--- src/rtl/bus_txn_fifo.sv ---
// First-word-fall-through buffer for the sub_module transaction stream; 1-cycle push-to-output latency.
// No upstream backpressure: a write arriving while full (and not popping) is dropped and counted.
package my_pkg;
  localparam int DATA_WIDTH = 32;
  localparam int ADDR_WIDTH = 16;

  typedef struct packed {
    logic                  valid;
    logic                  ready;
    logic [ADDR_WIDTH-1:0] addr;
    logic [DATA_WIDTH-1:0] data;
  } bus_transaction_t;
endpackage

module bus_txn_fifo
  import my_pkg::*;
#(
  parameter int DEPTH  = 4,
  parameter int DROP_W = 8
) (
  input  logic                       clk,
  input  logic                       rst_n,
  input  bus_transaction_t           bus_in,
  output logic [DATA_WIDTH-1:0]      out_data,
  output logic [ADDR_WIDTH-1:0]      out_addr,
  output logic                       out_valid,
  input  logic                       out_ready,
  output logic [$clog2(DEPTH):0]     count,
  output logic                       full,
  output logic                       empty,
  output logic                       overflow,
  output logic [DROP_W-1:0]          drop_cnt
);

  localparam int PTR_W   = $clog2(DEPTH);
  localparam int CNT_W   = PTR_W + 1;
  localparam int ENTRY_W = DATA_WIDTH + ADDR_WIDTH;

  logic [ENTRY_W-1:0] mem_q [DEPTH];

  logic [PTR_W-1:0]  wr_ptr_q, wr_ptr_d;
  logic [PTR_W-1:0]  rd_ptr_q, rd_ptr_d;
  logic [CNT_W-1:0]  count_q, count_d;
  logic              overflow_q, overflow_d;
  logic [DROP_W-1:0] drop_cnt_q, drop_cnt_d;

  logic push, pop, drop;
  logic unused_bus_ready;

  // The upstream ready is meaningless here; this stage can never stall the producer.
  assign unused_bus_ready = bus_in.ready;

  assign empty     = (count_q == '0);
  assign full      = (count_q == CNT_W'(DEPTH));
  assign out_valid = !empty;
  assign count     = count_q;
  assign overflow  = overflow_q;
  assign drop_cnt  = drop_cnt_q;

  assign pop  = out_valid && out_ready;
  assign push = bus_in.valid && (!full || pop);
  assign drop = bus_in.valid && full && !pop;

  // Head is forced to zero when empty so stale storage never leaks onto the bus.
  assign out_data = empty ? '0 : mem_q[rd_ptr_q][ENTRY_W-1:ADDR_WIDTH];
  assign out_addr = empty ? '0 : mem_q[rd_ptr_q][ADDR_WIDTH-1:0];

  always_comb begin
    wr_ptr_d   = wr_ptr_q;
    rd_ptr_d   = rd_ptr_q;
    count_d    = count_q;
    overflow_d = overflow_q;
    drop_cnt_d = drop_cnt_q;

    if (push) wr_ptr_d = wr_ptr_q + PTR_W'(1);
    if (pop)  rd_ptr_d = rd_ptr_q + PTR_W'(1);
    count_d = count_q + CNT_W'(push) - CNT_W'(pop);

    if (drop) begin
      overflow_d = 1'b1;
      if (drop_cnt_q != '1) drop_cnt_d = drop_cnt_q + DROP_W'(1);
    end
  end

  always_ff @(posedge clk or negedge rst_n) begin
    if (!rst_n) begin
      wr_ptr_q   <= '0;
      rd_ptr_q   <= '0;
      count_q    <= '0;
      overflow_q <= 1'b0;
      drop_cnt_q <= '0;
    end else begin
      wr_ptr_q   <= wr_ptr_d;
      rd_ptr_q   <= rd_ptr_d;
      count_q    <= count_d;
      overflow_q <= overflow_d;
      drop_cnt_q <= drop_cnt_d;
    end
  end

  always_ff @(posedge clk) begin
    if (push) mem_q[wr_ptr_q] <= {bus_in.data, bus_in.addr};
  end

endmodule

--- config.mk ---
export PLATFORM = sky130hd
export DESIGN_NAME = bus_txn_fifo
export DESIGN_NICKNAME = d
export VERILOG_FILES = /design/src/rtl/bus_txn_fifo.sv
export SDC_FILE = /design/constraint.sdc
export NUM_CORES = 1
export LEC_CHECK = 0
export ABC_AREA = 1
export BUFFER_PORTS_ARGS = -buffer_cell sky130_fd_sc_hd__clkbuf_2
export CAP_MARGIN = 20
export CORE_MARGIN = 3
export CORE_UTILIZATION = 40
export DETAILED_ROUTE_END_ITERATION = 12
export RECOVER_POWER = 100
export SLEW_MARGIN = 10
export SYNTH_ARGS = -nofsm -noshare
export SYNTH_HDL_FRONTEND = slang
export SYNTH_SLANG_ARGS = --single-unit
--- constraint.sdc ---
create_clock -name clk -period 3.8 [get_ports clk]
set_input_delay 0.76 -clock clk [delete_from_list [all_inputs] [get_ports clk]]
set_output_delay 0.76 -clock clk [all_outputs]
set_load 0.1 [all_outputs]
==> results of run 1 <==
-- logic make-up after synthesis --
logic type	after synthesis
AO/OA/AOI/OAI	147
XOR/XNOR	7
adder cells (fa/ha/maj)	7
buffers and inverters	59
flip-flops	208
AND/OR/NAND/NOR	263
-- through the flow --
step           utilization  setup WS (ns)  std cells  hold WS (ns)  instance area (sq um)
4_1_cts              0.497          0.409       1092         0.192                  10200
2_1_floorplan            -         -0.658        691         0.464                   8540
5_1_grt              0.485          0.187       1092         0.450                   9900
3_3_place_gp         0.462          0.979       1052         0.453                   9450
6_report             0.485          0.305       1092         0.385                   9900
3_5_place_dp         0.462          0.939       1052         0.450                   9450
-- per-layer routing --
metal	up-vias	wire length, microns	track usage
met5	-	13	0
met4	2	249	0.0385
met3	23	959	0.0322
met2	107	8530	0.247
met1	2580	7860	0.209
li1	2635	-	-
-- worst min-delay path by stage --
stage | startpoint | endpoint | cells past startpoint
after floorplan | rst_n | count[0]$_DFF_PN0_ | 0
after global placement | overflow$_DFFE_PN0P_ | overflow$_DFFE_PN0P_ | 2
after detailed placement | overflow$_DFFE_PN0P_ | overflow$_DFFE_PN0P_ | 2
after CTS | rst_n | overflow$_DFFE_PN0P_ | 1
after global routing | rst_n | count[2]$_DFF_PN0_ | 1
final | rst_n | overflow$_DFFE_PN0P_ | 1
-- sequential cells by signal, indices dropped and copies added (netlist names) --
register and cells:
drop_cnt 8, count 3, rd_ptr_q 2, mem_q 192, wr_ptr_q 2, overflow 1
-- area by class of cell --
cell class | instances | share of cell area
well taps | 270 | 0.0341
repair buffers | 128 | 0.0658
inverters | 22 | 0.00859
flip-flops and latches | 208 | 0.623
clock buffers | 30 | 0.0629
clock inverters | 10 | 0.00923
multi-input cells | 424 | 0.196
-- cells in the mapped netlist, types with 2 or more instances --
cell type	instances	area share
ha_1	6	0.0090
buf_6	6	0.0081
clkbuf_1	11	0.0049
inv_2	2	0.00090
nand2_1	48	0.022
xor2_1	4	0.0042
buf_4	5	0.0045
a21oi_1	48	0.029
dfrtp_1	16	0.048
nor2_1	204	0.091
o21ai_1	23	0.014
edfxtp_1	192	0.69
o21ai_0	76	0.045
buf_2	14	0.0084
inv_1	19	0.0085
nor2_2	2	0.0015
nand3_1	7	0.0042
xnor2_1	3	0.0031
==> flow_metrics.env, run 1 <==
export IMPL_core_sq_um=20400
export IMPL_start_util=0.410
export IMPL_slowest_delay_ns=0.88
export IMPL_antenna_found_initial=1
export IMPL_die_x_microns=151
export IMPL_area_delta_synth_final_pct=18.2
export IMPL_critPathCapture="out_data[13]"
export IMPL_ctsHoldBuffers=0
export IMPL_ys_warn_count=0
export IMPL_syn_area_sq_um=8370
export IMPL_clkSinkCount=208
export IMPL_critical_path_slowest_cell="clkbuf_1"
export IMPL_antenna_left=0
export IMPL_grt_ovfl_total=0
export IMPL_remaining_drc_errors=0
export IMPL_finalCriticalPeriod_ns=3.49
export IMPL_port_buffers=114
export IMPL_dpl_hpwl_mm=10.0
export IMPL_synth_top_family_by_area="simple AND/OR/NAND/NOR gates"
export IMPL_vias_per_cell=4.90
export IMPL_routabilityCongestion=0.802
export IMPL_synthCells=691
export IMPL_fin_crit_sh=0.920
export IMPL_yosys_area_share_simple=0.121
export IMPL_hold_viol_final=0
export IMPL_grt_pass1_vias=4918
export IMPL_tightest_slew_ns=1.84
export IMPL_crit_buf_inv=2
export IMPL_grt_use_total=0.152
export IMPL_worstPathCellList="inv_4 > o21ai_0 > a21oi_2 > clkbuf_1"
export IMPL_die_h_microns=151
export IMPL_cts_tree="yes"
export IMPL_rsz0062_at_grt="no"
export IMPL_yosys_area_share_adder=0.0114
export IMPL_cp_data_required_time_ns=3.04
export IMPL_drive_gt1_frac=0.125
export IMPL_nNetsFinal=866
export IMPL_setup_worst_path_class="register to primary output"
export IMPL_hp_class="input port to asynchronous set/reset pin"
export IMPL_start_kind="register"
export IMPL_worst_path_stages=4
export IMPL_final_common_cell="nor2_1"
export IMPL_grt_start_max_net_pins=98
export IMPL_die_area_sq_um=22700
export IMPL_cp_top_family="buffers and inverters"
export IMPL_num_antenna_cells=0
export IMPL_final_fill_count=1877
export IMPL_synthFlopType="edfxtp_1"
export IMPL_reg2reg_setup_slack_ns=0.62
export IMPL_clock_path_buffers=3
export IMPL_finClkSkew_ns=0.0142
export IMPL_ys_seq_area_frac=0.736
export IMPL_slew_viol_final=60
export IMPL_outcome="finished with violations"
export IMPL_grt_pass1_wl_mm=26.5
export IMPL_cp_arrival_ns=2.73
export IMPL_synthXorXnorAreaFrac=0.00732
export IMPL_reg2reg_depth=7
export IMPL_cts_resized=0
export IMPL_synth_edf_count=192
export IMPL_num_rows=52
export IMPL_io_pins=116
export IMPL_regArea_sq_um=6170
export IMPL_postSynthAreaPerCell_sq_um=12.1
export IMPL_setup_tns_ns=0
export IMPL_async_flop_share=0.0769
export IMPL_drtPass1Iterations=4
export IMPL_yosysUniqueCellTypes=23
export IMPL_clockRootBuffer="clkbuf_16"
export IMPL_r2r_start="count[1]$_DFF_PN0_"
export IMPL_cp_max_fo=56
export IMPL_post_cts_buffers=0
export IMPL_cap_violations=3
export IMPL_synth_nets=751
export IMPL_clk_latency_ns=0.49
export IMPL_violations="capacitance limit, slew limit"
export IMPL_synth_compound_area_frac=0.0879
export IMPL_finalSetupViolations=0
export IMPL_clk_pin_slew_ns=0.06
export IMPL_ys_ff_latch=208
export IMPL_multi_input_area_sq_um=1940
export IMPL_cts_buffers=22
export IMPL_h_tree_depth=1
export IMPL_drt_iter0_drc=280
export IMPL_final_cell_mix="204 x nor2_1, 192 x edfxtp_1, 78 x clkbuf_1"
export IMPL_wl_mm=17.6
export IMPL_crit_path_start="rd_ptr_q[0]$_DFFE_PN0N_"
export IMPL_synth_area_mux_share=0
export IMPL_routedWlPerCell_microns=16.1
export IMPL_rr_endpoint="mem_q[3][40]$_DFFE_PP_"
export IMPL_maxSlewHeadroom=-0.228
export IMPL_endpoint_kind="primary output"
export IMPL_vias=5347
export IMPL_fmax_mhz=286
Power of run 1 is left out: the tool's default activity adds up to more than one toggle a clock period on the data nets, which glitch-free logic cannot reach.
==> inputs of run 2 (changes only) <==
GPL_TIMING_DRIVEN = 0   (was not set)
==> flow_metrics.env, run 2 (synthesized netlist as in run 1, its figures left out) <==
export IMPL_drt_iter0_drc=325
export IMPL_dp_cells=1082
export IMPL_setup_worst_path_class="register to primary output"
export IMPL_ctsHoldBuffers=0
export IMPL_slowest_delay_ns=0.48
export IMPL_cp_arrival_ns=2.67
export IMPL_vias_per_cell=4.92
export IMPL_cts_tree="yes"
export IMPL_grt_pass1_vias=5407
export IMPL_clkSinkCount=208
export IMPL_die_x_microns=151
export IMPL_drive_gt1_frac=0.157
export IMPL_post_cts_buffers=0
export IMPL_critical_path_slowest_cell="clkbuf_2"
export IMPL_fin_crit_sh=0.902
export IMPL_outcome="finished with violations"
export IMPL_area_delta_synth_final_pct=20.4
export IMPL_cp_data_required_time_ns=3.04
export IMPL_grt_use_total=0.172
export IMPL_antenna_left=0
export IMPL_clk_latency_ns=0.49
export IMPL_finalCriticalPeriod_ns=3.43
export IMPL_reg2reg_setup_slack_ns=0.48
export IMPL_die_h_microns=151
export IMPL_routedWlPerCell_microns=17.4
export IMPL_grt_start_max_net_pins=25
export IMPL_worstPathCellList="buf_4 > clkinvlp_2 > clkbuf_1 > o21ai_0 > a21oi_4 > clkbuf_2"
export IMPL_rsz0062_at_grt="no"
export IMPL_hold_viol_final=0
export IMPL_final_cell_mix="205 x nor2_1, 192 x edfxtp_1, 83 x clkbuf_1"
export IMPL_hp_class="input port to asynchronous set/reset pin"
export IMPL_antenna_found_initial=0
export IMPL_fmax_mhz=292
export IMPL_cts_buffers=22
export IMPL_setup_tns_ns=0
export IMPL_cap_violations=1
export IMPL_grt_ovfl_total=0
export IMPL_finClkSkew_ns=0.0192
export IMPL_start_util=0.410
export IMPL_largest_register="mem_q"
export IMPL_slew_viol_final=15
export IMPL_crit_path_start="rd_ptr_q[0]$_DFFE_PN0N_"
export IMPL_h_tree_depth=1
export IMPL_fin_cells=1121
export IMPL_nNetsFinal=896
export IMPL_clock_path_buffers=3
export IMPL_num_antenna_cells=0
export IMPL_met2_usage=0.294
export IMPL_finalSetupViolations=0
export IMPL_drtPass1Iterations=5
export IMPL_cts_resized=0
export IMPL_met3_usage=0.0337
export IMPL_clockRootBuffer="clkbuf_16"
export IMPL_port_buffers=113
export IMPL_largest_reg_flops=192
export IMPL_dpl_hpwl_mm=12.2
export IMPL_grt_busiest_layer="met2"
export IMPL_reg2reg_depth=7
export IMPL_remaining_drc_errors=0
export IMPL_num_rows=52
export IMPL_grt_pass1_wl_mm=29.7
export IMPL_endpoint_kind="primary output"
export IMPL_r2r_start="count[1]$_DFF_PN0_"
export IMPL_core_sq_um=20400
export IMPL_routabilityCongestion=0.807
export IMPL_start_kind="register"
export IMPL_die_area_sq_um=22700
export IMPL_met1_usage=0.229
export IMPL_vias=5516
export IMPL_wl_mm=19.5
export IMPL_cp_max_fo=10
export IMPL_maxSlewHeadroom=-0.0917
export IMPL_critPathCapture="out_addr[6]"
export IMPL_final_common_cell="nor2_1"
export IMPL_rr_endpoint="mem_q[1][27]$_DFFE_PP_"
export IMPL_io_pins=116
export IMPL_tightest_slew_ns=1.63
export IMPL_clk_pin_slew_ns=0.06
export IMPL_violations="capacitance limit, slew limit"
[run 2: stage by stage]
stage | instance area (sq um) | hold slack, ns | util | setup slack, ns
after floorplan | 8540 | 0.464 | - | -0.658
after global placement | 9450 | 0.456 | 0.462 | -1.61
after detailed placement | 9670 | 0.452 | 0.473 | 0.963
after CTS | 10300 | 0.199 | 0.505 | 0.425
after global routing | 10100 | 0.456 | 0.494 | 0.192
final | 10100 | 0.388 | 0.494 | 0.371
[run 2: how the worst min path moves through the flow]
| stage | startpoint | endpoint | slack, ns | cells after the start |
|---|---|---|---|---|
| global route | rst_n | drop_cnt[0]$_DFFE_PN0P_ | 0.46 | 1 |
| global placement | overflow$_DFFE_PN0P_ | overflow$_DFFE_PN0P_ | 0.46 | 2 |
| detailed placement | overflow$_DFFE_PN0P_ | overflow$_DFFE_PN0P_ | 0.45 | 2 |
| finish | rst_n | overflow$_DFFE_PN0P_ | 0.39 | 1 |
| CTS | rst_n | overflow$_DFFE_PN0P_ | 0.20 | 1 |
| floorplan | rst_n | count[0]$_DFF_PN0_ | 0.46 | 0 |
[run 2: final cells by class]
| cell class | count | area (sq um) |
|---|---|---|
| fillers | 1887 | 10300 |
| clock buffers | 30 | 602 |
| clock inverters | 9 | 40.0 |
| well taps | 270 | 338 |
| inverters | 22 | 83.8 |
| flip-flops and latches | 208 | 6170 |
| plain buffers | 37 | 220 |
| multi-input cells | 424 | 2060 |
| repair buffers | 121 | 577 |
[run 2: metal layers]
layer	share of wire	vias up
met2	0.49	154
met4	0.016	0
met5	0	-
met3	0.061	34
li1	-	2690
met1	0.43	2638
[run 2: critical path: cells and delay by family, from the launching register on]
family / cells / cell delay, ns
flip-flops: 1 / 0.36
AO/OA/AOI/OAI: 2 / 0.52
buffers and inverters: 4 / 1.30
Power of run 2 is left out for the same reason.
==> inputs of run 3 (changes only) <==
==> constraint.sdc (replaced) <==
create_clock -name clk -period 3.8 [get_ports clk]
set_input_delay 0.95 -clock clk [delete_from_list [all_inputs] [get_ports clk]]
set_output_delay 0.95 -clock clk [all_outputs]
set_load 0.1 [all_outputs]
==> flow_metrics.env, run 3 (synthesized netlist as in run 1, its figures left out) <==
export IMPL_outcome="finished with violations"
export IMPL_violations="capacitance limit, slew limit"
export IMPL_die_x_microns=151
export IMPL_grt_start_max_net_pins=26
export IMPL_nNetsFinal=894
export IMPL_remaining_drc_errors=0
export IMPL_largest_register="mem_q"
export IMPL_finClkSkew_ns=0.0165
export IMPL_crit_buf_inv=4
export IMPL_endpoint_kind="primary output"
export IMPL_cp_arrival_ns=2.61
export IMPL_vias=5438
export IMPL_antenna_found_initial=2
export IMPL_wl_mm=19.4
export IMPL_regArea_sq_um=6170
export IMPL_port_buffers=113
export IMPL_slew_viol_final=26
export IMPL_core_sq_um=20400
export IMPL_clkSinkCount=208
export IMPL_worst_path_stages=7
export IMPL_dpl_hpwl_mm=12.2
export IMPL_cts_resized=0
export IMPL_start_kind="register"
export IMPL_area_delta_synth_final_pct=24.3
export IMPL_ctsHoldBuffers=0
export IMPL_grt_use_total=0.171
export IMPL_fmax_mhz=281
export IMPL_clock_path_buffers=3
export IMPL_grt_pass1_wl_mm=29.6
export IMPL_cp_top_family="buffers and inverters"
export IMPL_multi_input_area_sq_um=2430
export IMPL_rsz0062_at_grt="no"
export IMPL_cts_buffers=22
export IMPL_cp_data_required_time_ns=2.85
export IMPL_cp_max_fo=10
export IMPL_final_common_cell="nor2_1"
export IMPL_num_rows=52
export IMPL_antenna_left=0
export IMPL_slowest_delay_ns=0.44
export IMPL_clk_latency_ns=0.50
export IMPL_worstPathCellList="nor2_1 > nand2_1 > inv_2 > buf_4 > clkbuf_4 > a21oi_4 > clkbuf_2"
export IMPL_grt_pass1_vias=5423
export IMPL_finalSetupViolations=0
export IMPL_vias_per_cell=4.87
export IMPL_clk_pin_slew_ns=0.06
export IMPL_grt_ovfl_total=0
export IMPL_maxSlewHeadroom=-0.102
export IMPL_cts_tree="yes"
export IMPL_finalCriticalPeriod_ns=3.56
export IMPL_largest_reg_flops=192
export IMPL_critical_path_slowest_cell="dfrtp_1"
export IMPL_io_pins=116
export IMPL_hold_viol_final=0
export IMPL_start_util=0.410
export IMPL_hp_class="register to register"
export IMPL_drive_gt1_frac=0.190
export IMPL_h_tree_depth=1
export IMPL_routedWlPerCell_microns=17.3
export IMPL_die_area_sq_um=22700
export IMPL_drt_iter0_drc=285
export IMPL_num_antenna_cells=0
export IMPL_routabilityCongestion=0.764
export IMPL_place_ws_ns=0.794
export IMPL_final_cell_mix="203 x nor2_1, 192 x edfxtp_1, 80 x clkbuf_1"
export IMPL_drtPass1Iterations=4
export IMPL_fin_crit_sh=0.938
export IMPL_post_cts_buffers=0
export IMPL_final_fill_count=1819
export IMPL_clockRootBuffer="clkbuf_16"
export IMPL_setup_worst_path_class="register to primary output"
export IMPL_die_h_microns=151
export IMPL_reg2reg_depth=8
export IMPL_cap_violations=1
export IMPL_worst_slack_ns=0.237
export IMPL_tightest_slew_ns=1.65
export IMPL_whs_path_depth=2
[run 3: cell types whose count changed in the layout (fill, tap and decap cells not counted), moves of 2 or more]
cell | before | now
clkinv_2 | 2 | 6
nor2_1 | 205 | 203
clkbuf_1 | 83 | 80
clkinv_1 | 6 | 4
a21oi_2 | 16 | 1
buf_12 | 2 | 0
a21oi_1 | 23 | 0
a21oi_4 | 9 | 47
nor2_2 | 1 | 3
[run 3: metal layers]
metal | track usage | part of all wire | vias up | wire (microns)
li1 | - | - | 2681 | -
met3 | 0.0409 | 0.076 | 41 | 1470
met2 | 0.280 | 0.47 | 146 | 9170
met1 | 0.226 | 0.43 | 2566 | 8240
met5 | 0 | 0.00083 | - | 16
met4 | 0.0562 | 0.024 | 4 | 461
[run 3: cell type report]
cell class                      instances  share of cell area
Tap cell                              270              0.0325
Timing Repair Buffer                  119              0.0516
Inverter                               22             0.00817
Clock buffer                           27              0.0567
Clock inverter                         10             0.00433
Sequential cell                       208               0.592
Buffer                                 37              0.0208
Multi-Input combinational cell        424               0.234
[run 3: metrics by stage]
step / instances / instance area (sq um) / setup TNS [ns] / hold WS (ns) / util
after global routing: 1117 / 10400 / 0 / 0.501 / 0.510
final: 1117 / 10400 / 0 / 0.476 / 0.510
after global placement: 1074 / 9810 / -332.53 / 0.455 / 0.480
after CTS: 1117 / 10600 / 0 / 0.379 / 0.519
after detailed placement: 1080 / 9980 / 0 / 0.460 / 0.488
after floorplan: 691 / 8910 / -130.48 / 0.492 / -
[run 3: path summary, 6_finish.rpt]
kind                                       from                      end  slack (ns)
min reg2reg                overflow$_DFFE_PN0P_     overflow$_DFFE_PN0P_        0.48
min                        overflow$_DFFE_PN0P_     overflow$_DFFE_PN0P_        0.48
min in group asynchronous                 rst_n  drop_cnt[1]$_DFFE_PN0P_        0.56
max                          count[1]$_DFF_PN0_              out_addr[2]        0.24
max in group asynchronous                 rst_n  drop_cnt[5]$_DFFE_PN0P_        2.67
max reg2reg                  count[1]$_DFF_PN0_   mem_q[3][19]$_DFFE_PP_        0.52
[run 3: worst register-to-register path, cell delays in order, from the launching register on]
cell and delay (ns):
dfrtp_1 0.43, nor2_1 0.10, nand2_1 0.11, inv_1 0.07, nand2_1 0.10, nand2_1 0.17, nor2_1 1.08, clkbuf_2 0.65
buf_16 0.24
Power of run 3 is left out for the same reason.
